[src/rtl/csi_mode_parser_if.sv]
// Types and byte/command interface for the CSI mode-sequence parser.
// The slave side is the parser; the master side feeds bytes and receives commands.
package csi_mode_parser_pkg;
  typedef enum logic [2:0] {
    INIT_PN, EMIT_PN, SETMODE, RESETMODE, SETDEC, RESETDEC
  } CommandsType;

  typedef struct packed {
    logic [7:0] Pns;
  } Param_t;
endpackage

interface csi_mode_parser_if;
  import csi_mode_parser_pkg::*;

  logic        dataReady;
  logic [7:0]  data;
  logic        inReady;
  logic        commandReady;
  CommandsType commandType;
  Param_t      param;

  modport master (
    output dataReady, data,
    input  inReady, commandReady, commandType, param
  );

  modport slave (
    input  dataReady, data,
    output inReady, commandReady, commandType, param
  );
endinterface

[src/rtl/csi_mode_parser.sv]
// Parses ESC [ ... h/l mode sequences byte by byte and strobes one command per
// emitted field, throttling input so strobes are at least 3 cycles apart.
module csi_mode_parser
  import csi_mode_parser_pkg::*;
#(
  parameter int MAX_PARAMS = 16
) (
  input  logic             clk,
  input  logic             rst,
  csi_mode_parser_if.slave bus
);

  localparam int CW = $clog2(MAX_PARAMS + 1);

  typedef enum logic [2:0] {
    GROUND, ESCAPE, CSI_ENTRY, CSI_PARAM, CSI_IGNORE
  } state_t;

  state_t      state, nextState;
  logic [7:0]  acc, nextAcc;
  logic [CW-1:0] cnt, nextCnt;
  logic        dec, nextDec;
  logic        emit;
  CommandsType emitType;
  logic [7:0]  emitPns;

  logic        inReadyR, cmdReadyR, coolDown;
  CommandsType cmdTypeR;
  Param_t      paramR;

  logic [7:0]  b;
  logic        isFinal, isDigit, isIgnoreTrig;

  function automatic logic [7:0] satDigit(input logic [7:0] a, input logic [3:0] d);
    logic [11:0] s;
    s = {4'b0, a} * 12'd10 + {8'b0, d};
    return (s > 12'd255) ? 8'd255 : s[7:0];
  endfunction

  assign b            = bus.data;
  assign isFinal      = (b >= 8'h40) && (b <= 8'h7E);
  assign isDigit      = (b >= 8'h30) && (b <= 8'h39);
  assign isIgnoreTrig = (b == 8'h3F) || ((b >= 8'h20) && (b <= 8'h2F)) ||
                        (b == 8'h3A) || ((b >= 8'h3C) && (b <= 8'h3E));

  always_comb begin
    nextState = state;
    nextAcc   = acc;
    nextCnt   = cnt;
    nextDec   = dec;
    emit      = 1'b0;
    emitType  = INIT_PN;
    emitPns   = 8'd0;
    if (b == 8'h18 || b == 8'h1A) begin
      nextState = GROUND;
    end else if (b == 8'h1B) begin
      nextState = ESCAPE;
    end else begin
      case (state)
        GROUND: nextState = GROUND;
        ESCAPE: begin
          if (b == 8'h5B) begin
            nextState = CSI_ENTRY;
            nextAcc   = 8'd0;
            nextCnt   = '0;
            nextDec   = 1'b0;
            emit      = 1'b1;
          end else begin
            nextState = GROUND;
          end
        end
        CSI_ENTRY, CSI_PARAM: begin
          // A leading '?' selects DEC private modes; anywhere else it spoils the sequence.
          if (state == CSI_ENTRY && b == 8'h3F) begin
            nextDec = 1'b1;
          end else if (isDigit) begin
            nextAcc   = satDigit(acc, b[3:0]);
            nextState = CSI_PARAM;
          end else if (b == 8'h3B) begin
            nextState = CSI_PARAM;
            nextAcc   = 8'd0;
            if (cnt < CW'(MAX_PARAMS)) begin
              emit     = 1'b1;
              emitType = EMIT_PN;
              emitPns  = acc;
              nextCnt  = cnt + CW'(1);
            end
          end else if (b == 8'h68) begin
            emit      = 1'b1;
            emitType  = dec ? SETDEC : SETMODE;
            emitPns   = acc;
            nextState = GROUND;
          end else if (b == 8'h6C) begin
            emit      = 1'b1;
            emitType  = dec ? RESETDEC : RESETMODE;
            emitPns   = acc;
            nextState = GROUND;
          end else if (isFinal) begin
            nextState = GROUND;
          end else if (isIgnoreTrig) begin
            nextState = CSI_IGNORE;
          end
        end
        CSI_IGNORE: if (isFinal) nextState = GROUND;
        default:    nextState = GROUND;
      endcase
    end
  end

  always_ff @(posedge clk or posedge rst) begin
    if (rst) begin
      state     <= GROUND;
      acc       <= 8'd0;
      cnt       <= '0;
      dec       <= 1'b0;
      cmdReadyR <= 1'b0;
      cmdTypeR  <= INIT_PN;
      paramR    <= '0;
      inReadyR  <= 1'b1;
      coolDown  <= 1'b0;
    end else begin
      // inReady stays low through the strobe cycle and the one after it.
      if (cmdReadyR) begin
        cmdReadyR <= 1'b0;
        coolDown  <= 1'b1;
      end else if (coolDown) begin
        coolDown <= 1'b0;
        inReadyR <= 1'b1;
      end
      if (bus.dataReady && inReadyR) begin
        state <= nextState;
        acc   <= nextAcc;
        cnt   <= nextCnt;
        dec   <= nextDec;
        if (emit) begin
          cmdReadyR  <= 1'b1;
          cmdTypeR   <= emitType;
          paramR.Pns <= emitPns;
          inReadyR   <= 1'b0;
        end
      end
    end
  end

  assign bus.inReady      = inReadyR;
  assign bus.commandReady = cmdReadyR;
  assign bus.commandType  = cmdTypeR;
  assign bus.param        = paramR;

endmodule

[src/flat_wrapper.sv]
// flat-port wrapper written by rule: the top's interface ports become plain ports
module csi_mode_parser_flat import csi_mode_parser_pkg::*;
#(
  parameter int MAX_PARAMS = 16
)
  (clk, rst, bus_dataReady, bus_data, bus_inReady, bus_commandReady, bus_commandType, bus_param);
  csi_mode_parser_if bus_i ();
  input  logic clk;
  input  logic rst;
  input wire logic [$bits(bus_i.dataReady)-1:0] bus_dataReady;
  input wire logic [$bits(bus_i.data)-1:0] bus_data;
  output wire logic [$bits(bus_i.inReady)-1:0] bus_inReady;
  output wire logic [$bits(bus_i.commandReady)-1:0] bus_commandReady;
  output wire logic [$bits(bus_i.commandType)-1:0] bus_commandType;
  output wire logic [$bits(bus_i.param)-1:0] bus_param;
  assign bus_i.dataReady = bus_dataReady;
  assign bus_i.data = bus_data;
  assign bus_inReady = bus_i.inReady;
  assign bus_commandReady = bus_i.commandReady;
  assign bus_commandType = bus_i.commandType;
  assign bus_param = bus_i.param;
  csi_mode_parser #(.MAX_PARAMS(MAX_PARAMS)) u_core (.clk(clk), .rst(rst), .bus(bus_i));
endmodule
[config.mk]
export PLATFORM = sky130hd
export DESIGN_NAME = csi_mode_parser_flat
export DESIGN_NICKNAME = d
export VERILOG_FILES = /design/src/rtl/csi_mode_parser_if.sv /design/src/rtl/csi_mode_parser.sv /design/src/flat_wrapper.sv
export SDC_FILE = /design/constraint.sdc
export NUM_CORES = 1
export LEC_CHECK = 0
export ABC_AREA = 1
export BUFFER_PORTS_ARGS = -buffer_cell sky130_fd_sc_hd__buf_4
export CAP_MARGIN = 10
export CORE_MARGIN = 2
export CORE_UTILIZATION = 59
export CTS_CLUSTER_SIZE = 12
export DETAILED_ROUTE_END_ITERATION = 16
export HOLD_SLACK_MARGIN = 0.03
export PLACE_DENSITY = 0.8
export SLEW_MARGIN = 20
export SYNTH_ARGS = -nofsm -noshare
export SYNTH_HDL_FRONTEND = slang
export SYNTH_SLANG_ARGS = --single-unit
[constraint.sdc]
create_clock -name clk -period 3.58 [get_ports clk]
set_clock_uncertainty 0.2 [all_clocks]
set_input_delay 0.537 -clock clk [delete_from_list [all_inputs] [get_ports clk]]
set_output_delay 0.537 -clock clk [all_outputs]
set_load 0.01 [all_outputs]
* After elaboration in Yosys (flattened, before gate mapping)
Cells that the tools add are included.
Word-level totals: bits in registers 31, bits in latches 0, bits in writable memories 0, bits in read-only memories 0, input port bits 11, output and inout port bits 13, logic and storage cells 128, memories kept 0
Cells by class: add/subtract/negate cells 2, multipliers 1, divide/modulo/power cells 0, $lt $le $gt $ge 10, eq/ne operators 23, shift operators 0, multiplexer cells 64, bitwise operators 2, reductions and logical operators 17
Operators with widths (number):
- two-way mux 8 bit | 14
- two-way mux 3 bit | 20
- two-way mux 5 bit | 5
- equality test 8 x 5 -> 1 bit, second input constant | 3
- equality test 8 x 6 -> 1 bit, second input constant | 3
- equality test 8 x 7 -> 1 bit, second input constant | 3
- greater-or-equal comparator 8 x 6 -> 1 bit, second input constant | 3
- less-or-equal comparator 8 x 6 -> 1 bit, second input constant | 3
- two-way mux 1 bit | 19
- case mux 8 bit (2 select lines) | 1
- adder 12 x 4 -> 12 bit | 1
- > comparator 12 x 8 -> 1 bit, second input constant | 1
- multiplier 8 x 3 -> 11 bit, second input constant | 1
- case mux 5 bit (2 select lines) | 1
- inequality test 9 x 1 -> 1 bit, second input constant | 1
- case mux 3 bit (3 select lines) | 1
- AND reduction 9 bit | 1
- greater-or-equal comparator 8 x 7 -> 1 bit, second input constant | 1
- less-or-equal comparator 8 x 7 -> 1 bit, second input constant | 1
- inequality test 2 x 1 -> 1 bit, second input constant | 4
- AND reduction 7 bit | 1
- equality test 3 x 2 -> 1 bit, second input constant | 2
- logical AND 1 bit | 6
- AND reduction 6 bit | 1
- other kinds (16) | 22

* Longest topological paths before layout
depth in word-level cells 15, mapped depth 14, gate-level depth less buffers 13

* Worst setup path before layout
Ideal clock, no wire load.
path type register to register, start point register u_core.acc[1], end point register u_core.acc[0], library setup time 0.117 ns, arrival time 2.275 ns, required time 3.263 ns, path slack 0.989 ns, stages on the path, launching flop included 12, path buffers 0, period minus slack after synthesis 2.591 ns, cells stage by stage dfrtp_1 ha_1 ha_1 fa_1 nand2_1 nand3_1 a21oi_1 nand3_1 a21oi_1 nand4_1 nand2_1 nand2_1
On the way: word-level cells in the longest chain between the ends 7
RTL lines:
- from (decl) | RTL line csi_mode_parser.sv:20 | logic [7:0] acc, nextAcc;
- from (signal assigned) | RTL line csi_mode_parser.sv:132 | acc <= nextAcc;
- multiplier 8 x 3 -> 11 bit | RTL line csi_mode_parser.sv:36 | s = {4'b0, a} * 12'd10 + {8'b0, d};
- adder 12 x 4 -> 12 bit | RTL line csi_mode_parser.sv:36
- > comparator 12 x 8 -> 1 bit | RTL line csi_mode_parser.sv:37 | return (s > 12'd255) ? 8'd255 : s[7:0];
- two-way mux 8 bit | RTL line csi_mode_parser.sv:37
- two-way mux 8 bit | RTL line csi_mode_parser.sv:76 | end else if (isDigit) begin
- two-way mux 8 bit | RTL line csi_mode_parser.sv:74 | if (state == CSI_ENTRY && b == 8'h3F) begin
- case mux 8 bit (2 select lines) | RTL line csi_mode_parser.sv:59 | case (state)
Every way passes these cells. The select of a mux whose other input is x is not followed. A chain may end at the register's enable or synchronous reset.

* Worst setup path after layout
start point register u_core.acc[1], end point register u_core.acc[6]
On the way: word-level cells in the longest chain between the ends 7
RTL lines (RTL line):
- multiplier 8 x 3 -> 11 bit (*) | csi_mode_parser.sv:36
- adder 12 x 4 -> 12 bit (*) | csi_mode_parser.sv:36
- > comparator 12 x 8 -> 1 bit | csi_mode_parser.sv:37
- two-way mux 8 bit (*) | csi_mode_parser.sv:37
- two-way mux 8 bit (*) | csi_mode_parser.sv:76
- two-way mux 8 bit (*) | csi_mode_parser.sv:74
- case mux 8 bit (2 select lines) (*) | csi_mode_parser.sv:59
Every way passes the cells marked *; elsewhere a longest branch is shown, timed or not. The select of a mux whose other input is x is not followed.

==> run_summary.xml <==
<?xml version="1.0" encoding="UTF-8"?>
<metrics>
  <group name="sta">
    <metric name="period_needed" unit="ps">2909</metric>
    <metric name="fin_ws" unit="ps">671.0</metric>
    <metric name="grt_setup_unrepaired" unit="">false</metric>
    <metric name="min_period_over_period" unit="">0.8126</metric>
    <metric name="worst_slew_margin_relative_to_its_limit" unit="">0.6230</metric>
    <metric name="fmax" unit="MHz">343.8</metric>
    <metric name="drv_slew" unit="">0</metric>
    <metric name="finalHoldViolations" unit="">0</metric>
    <metric name="least_margin_pin_slew" unit="ps">565.5</metric>
    <metric name="fin_setup_tns" unit="ps">0</metric>
    <metric name="setup-violations-final" unit="">0</metric>
  </group>
  <group name="routing">
    <metric name="routed-via-count" unit="">1970</metric>
    <metric name="route.antenna.remaining_nets" unit="">0</metric>
    <metric name="wl" unit="um">4559</metric>
    <metric name="post_drt_via_cell_ratio" unit="">5.339</metric>
    <metric name="drt_pass1_iterations" unit="">4</metric>
    <metric name="wire_per_inst" unit="um">12.36</metric>
    <metric name="initialDrtViolationCount" unit="">173</metric>
    <metric name="drcViolationCount" unit="">0</metric>
  </group>
  <group name="global_routing">
    <metric name="grt_start_max_net_pins" unit="">32</metric>
    <metric name="global_route_met2_utilization" unit="">0.3763</metric>
    <metric name="grt_pass1_wl" unit="um">8211</metric>
    <metric name="gr-usage-met3" unit="">0.02740</metric>
    <metric name="first_global_vias" unit="">1826</metric>
    <metric name="grt_use_met1" unit="">0.3584</metric>
    <metric name="globalRouteTotalUtil" unit="">0.2445</metric>
    <metric name="gr-max-usage-layer" unit="">met2</metric>
    <metric name="antenna_violations_before_repair" unit="">0</metric>
    <metric name="grt.overflow.total" unit="">0</metric>
  </group>
  <group name="clocking">
    <metric name="cts_resized" unit="">0</metric>
    <metric name="h_tree_depth" unit="">2</metric>
    <metric name="clk-insertion-delay-late" unit="ps">280</metric>
    <metric name="root_buffer" unit="">clkbuf_8</metric>
    <metric name="cts_tree" unit="">done</metric>
    <metric name="post_cts.repair.setup_buffers" unit="">0</metric>
    <metric name="clock_sinks" unit="">31</metric>
    <metric name="clkTransAtPathRegs" unit="ps">70</metric>
    <metric name="clockBufferDepth" unit="">2</metric>
    <metric name="ctsHoldBuffers" unit="">0</metric>
    <metric name="cts_made_buffers" unit="">5</metric>
  </group>
  <group name="die">
    <metric name="core_area" unit="um2">3633</metric>
    <metric name="floorplan.rows" unit="">22</metric>
    <metric name="die_area" unit="um2">4258</metric>
    <metric name="die_y" unit="um">65.25</metric>
    <metric name="floorplan.io_pins" unit="">24</metric>
    <metric name="floorplan.initialDensity" unit="">0.6092</metric>
    <metric name="die_width" unit="um">65.25</metric>
  </group>
  <group name="power">
    <metric name="total_power" unit="mW">0.7506</metric>
    <metric name="power.density_cell_area" unit="nW/um2">293.9</metric>
    <metric name="power.static_leakage" unit="nW">1.438</metric>
    <metric name="irDropWorstVdd" unit="V">0.0001674</metric>
  </group>
  <group name="yosys">
    <metric name="yosys.area_share.adder" unit="">0.1085</metric>
    <metric name="compound_gate_fraction_of_synth_area" unit="">0.07631</metric>
    <metric name="proportion_of_netlist_area_held_by_the_largest_area_contributor" unit="">0.3392</metric>
    <metric name="synthesis.yosys.warnings" unit="">0</metric>
    <metric name="yosys.area_share.xor_xnor" unit="">0.02374</metric>
    <metric name="muxShareOfSynthArea" unit="">0</metric>
    <metric name="synth_simple_gate_area_frac" unit="">0.3686</metric>
    <metric name="synth_cells" unit="">291</metric>
    <metric name="netlist-cell-type-count" unit="">34</metric>
    <metric name="synth_seq_area_share" unit="">0.3510</metric>
    <metric name="post_synth_main_area_contributors" unit="">dfrtp_1 (34%), nand2_1 (15%), ha_1 (9.0%), nand3_1 (7.7%), inv_1 (5.1%)</metric>
    <metric name="synth-seq-cells" unit="">31</metric>
    <metric name="netlist.top_cell.by_area" unit="">dfrtp_1</metric>
    <metric name="syn_nets" unit="">320</metric>
    <metric name="postSynthAreaPerCell" unit="um2">7.606</metric>
    <metric name="synth_top_family_by_area" unit="">simple AND/OR/NAND/NOR gates</metric>
    <metric name="syn_area" unit="um2">2213</metric>
  </group>
  <group name="final_layout">
    <metric name="area_added_between_synthesis_and_finish" unit="%">15.38</metric>
    <metric name="number_of_nets_in_the_layout" unit="">349</metric>
    <metric name="final_core_utilization" unit="">0.7028</metric>
    <metric name="fillCellCount" unit="">308</metric>
    <metric name="finish.instance_area" unit="um2">2554</metric>
    <metric name="antennaDiodeCount" unit="">0</metric>
    <metric name="layout-drive-gt1-share" unit="">0.1807</metric>
    <metric name="multi_input_comb_area" unit="um2">1277</metric>
    <metric name="seqCellArea" unit="um2">777.0</metric>
  </group>
  <group name="placement">
    <metric name="place_congestion" unit="">0.9054</metric>
    <metric name="placed_cell_area" unit="um2">2436</metric>
    <metric name="detailedPlacementHpwl" unit="um">3475</metric>
    <metric name="pre_cts_slack" unit="ps">720.1</metric>
    <metric name="port_buffers" unit="">23</metric>
  </group>
  <group name="setup_path">
    <metric name="crit_path_max_fanout" unit="">8</metric>
    <metric name="required" unit="ps">3540</metric>
    <metric name="timing_worst_setup_path_type" unit="">reg2reg</metric>
    <metric name="worst_setup_path_end_kind" unit="">flop</metric>
    <metric name="worstPathArrival" unit="ps">2870</metric>
    <metric name="timing.critical_path.from_type" unit="">flop</metric>
  </group>
  <group name="status">
    <metric name="run_status" unit="">finished clean</metric>
  </group>
  <group name="hold_path">
    <metric name="path_type_of_the_worst_min_delay_path" unit="">in2async</metric>
  </group>
  <group name="job">
    <metric name="maxCapViolations" unit="">0</metric>
  </group>
</metrics>
cell usage after synthesis:
master     n
a21boi_0   1
a21oi_1   11
a21oi_4    1
a31o_2     1
and3_1     1
buf_2      2
buf_8      1
clkinv_1   2
dfrtp_1   30
dfstp_2    1
fa_1       2
ha_1      16
inv_1     30
inv_2      2
inv_4      1
nand2_1   91
nand2_2    5
nand2_4    4
nand3_1   34
nand4_1   11
nor2_1    17
nor2_2     1
nor2_4     2
nor2_8     1
nor3_1     1
nor3_4     1
nor4_1     1
o21ai_0    9
o21ai_2    1
o21ai_4    1
o21bai_2   1
or2_2      2
xnor2_1    4
xor2_1     2
critical path: stages (launching register included):
cell and delay [ps]:
dfrtp_1 440, ha_1 330, ha_1 230, fa_1 400
nand2_1 100, nand3_1 90, a21oi_1 140, nand3_1 90
a21oi_1 460, nand4_1 160, nand2_1 110, nand2_1 50
cells by family (layout without fill, tap and decap cells):
family	Yosys count	in the layout
xor gates and xnor gates	6	6
buffers and inverters	38	68
DFF	31	31
AOI/OAI and AO/OA	26	26
adders and majority gates	18	18
and+or+nand+nor	172	172
power by group:
| part | leakage [nW] | internal (mW) | total [mW] | switching [mW] |
|---|---|---|---|---|
| combinational | 0.967 | 0.0158 | 0.0449 | 0.0291 |
| clock | 0.0612 | 0.225 | 0.354 | 0.129 |
| sequential | 0.409 | 0.351 | 0.351 | 0.000423 |
| total | 1.44 | 0.592 | 0.751 | 0.159 |
final cells by class:
cell class	instances	share of cell area
Clock buffer	6	0.03234
Clock inverter	2	0.01372
Inverter	35	0.05243
Multi-Input combinational cell	222	0.5002
Sequential cell	31	0.3043
Tap cell	48	0.02352
Timing Repair Buffer	25	0.07349
cells in the final DEF, fill, tap and decap left out, types with 4 or more instances in the layout:
master	count
o21ai_0	9
buf_4	25
nand2_2	5
nand2_4	4
nand2_1	91
a21oi_1	11
nand4_1	11
clkbuf_8	6
dfrtp_1	30
nand3_1	34
inv_1	30
nor2_1	17
xnor2_1	4
ha_1	16
final timing paths:
| path | start | endpoint | slack (ps) | depth (start not counted) |
|---|---|---|---|---|
| worst max-delay path | u_core.acc[1] | u_core.acc[6] | 670 | 11 |
| worst min-delay path | rst | u_core.acc[0] | 150 | 3 |
| max in group asynchronous | rst | u_core.bus.inReady | 2720 | 3 |
| worst max register to register | u_core.acc[1] | u_core.acc[6] | 670 | 11 |
| min in group clk | u_core.bus.commandReady | u_core.coolDown | 190 | 0 |
| worst min register to register | u_core.bus.commandReady | u_core.coolDown | 190 | 0 |
per-stage QoR:
step	cells	hold slack (ps)
finish	369	146.6
global route	369	175.3
CTS	369	156.3
detailed placement	361	185.6
global placement	361	187.1
floorplan	291	234.5
metal layers:
metal,wire (um),share of wire,up-vias
met5,0,0,-
met2,2122,0.47,52
li1,-,-,1004
met4,47,0.010,0
met3,172,0.038,4
met1,2217,0.49,910
registers in the layout, indices dropped and copies added (netlist names):
name and flops:
u_core.state 3, u_core.bus.commandReady 1, u_core.cnt 5, u_core.bus.commandType 3
u_core.bus.inReady 1, u_core.coolDown 1, u_core.bus.param 8, u_core.acc 8
u_core.dec 1
(Power assumes the default switching activity.)
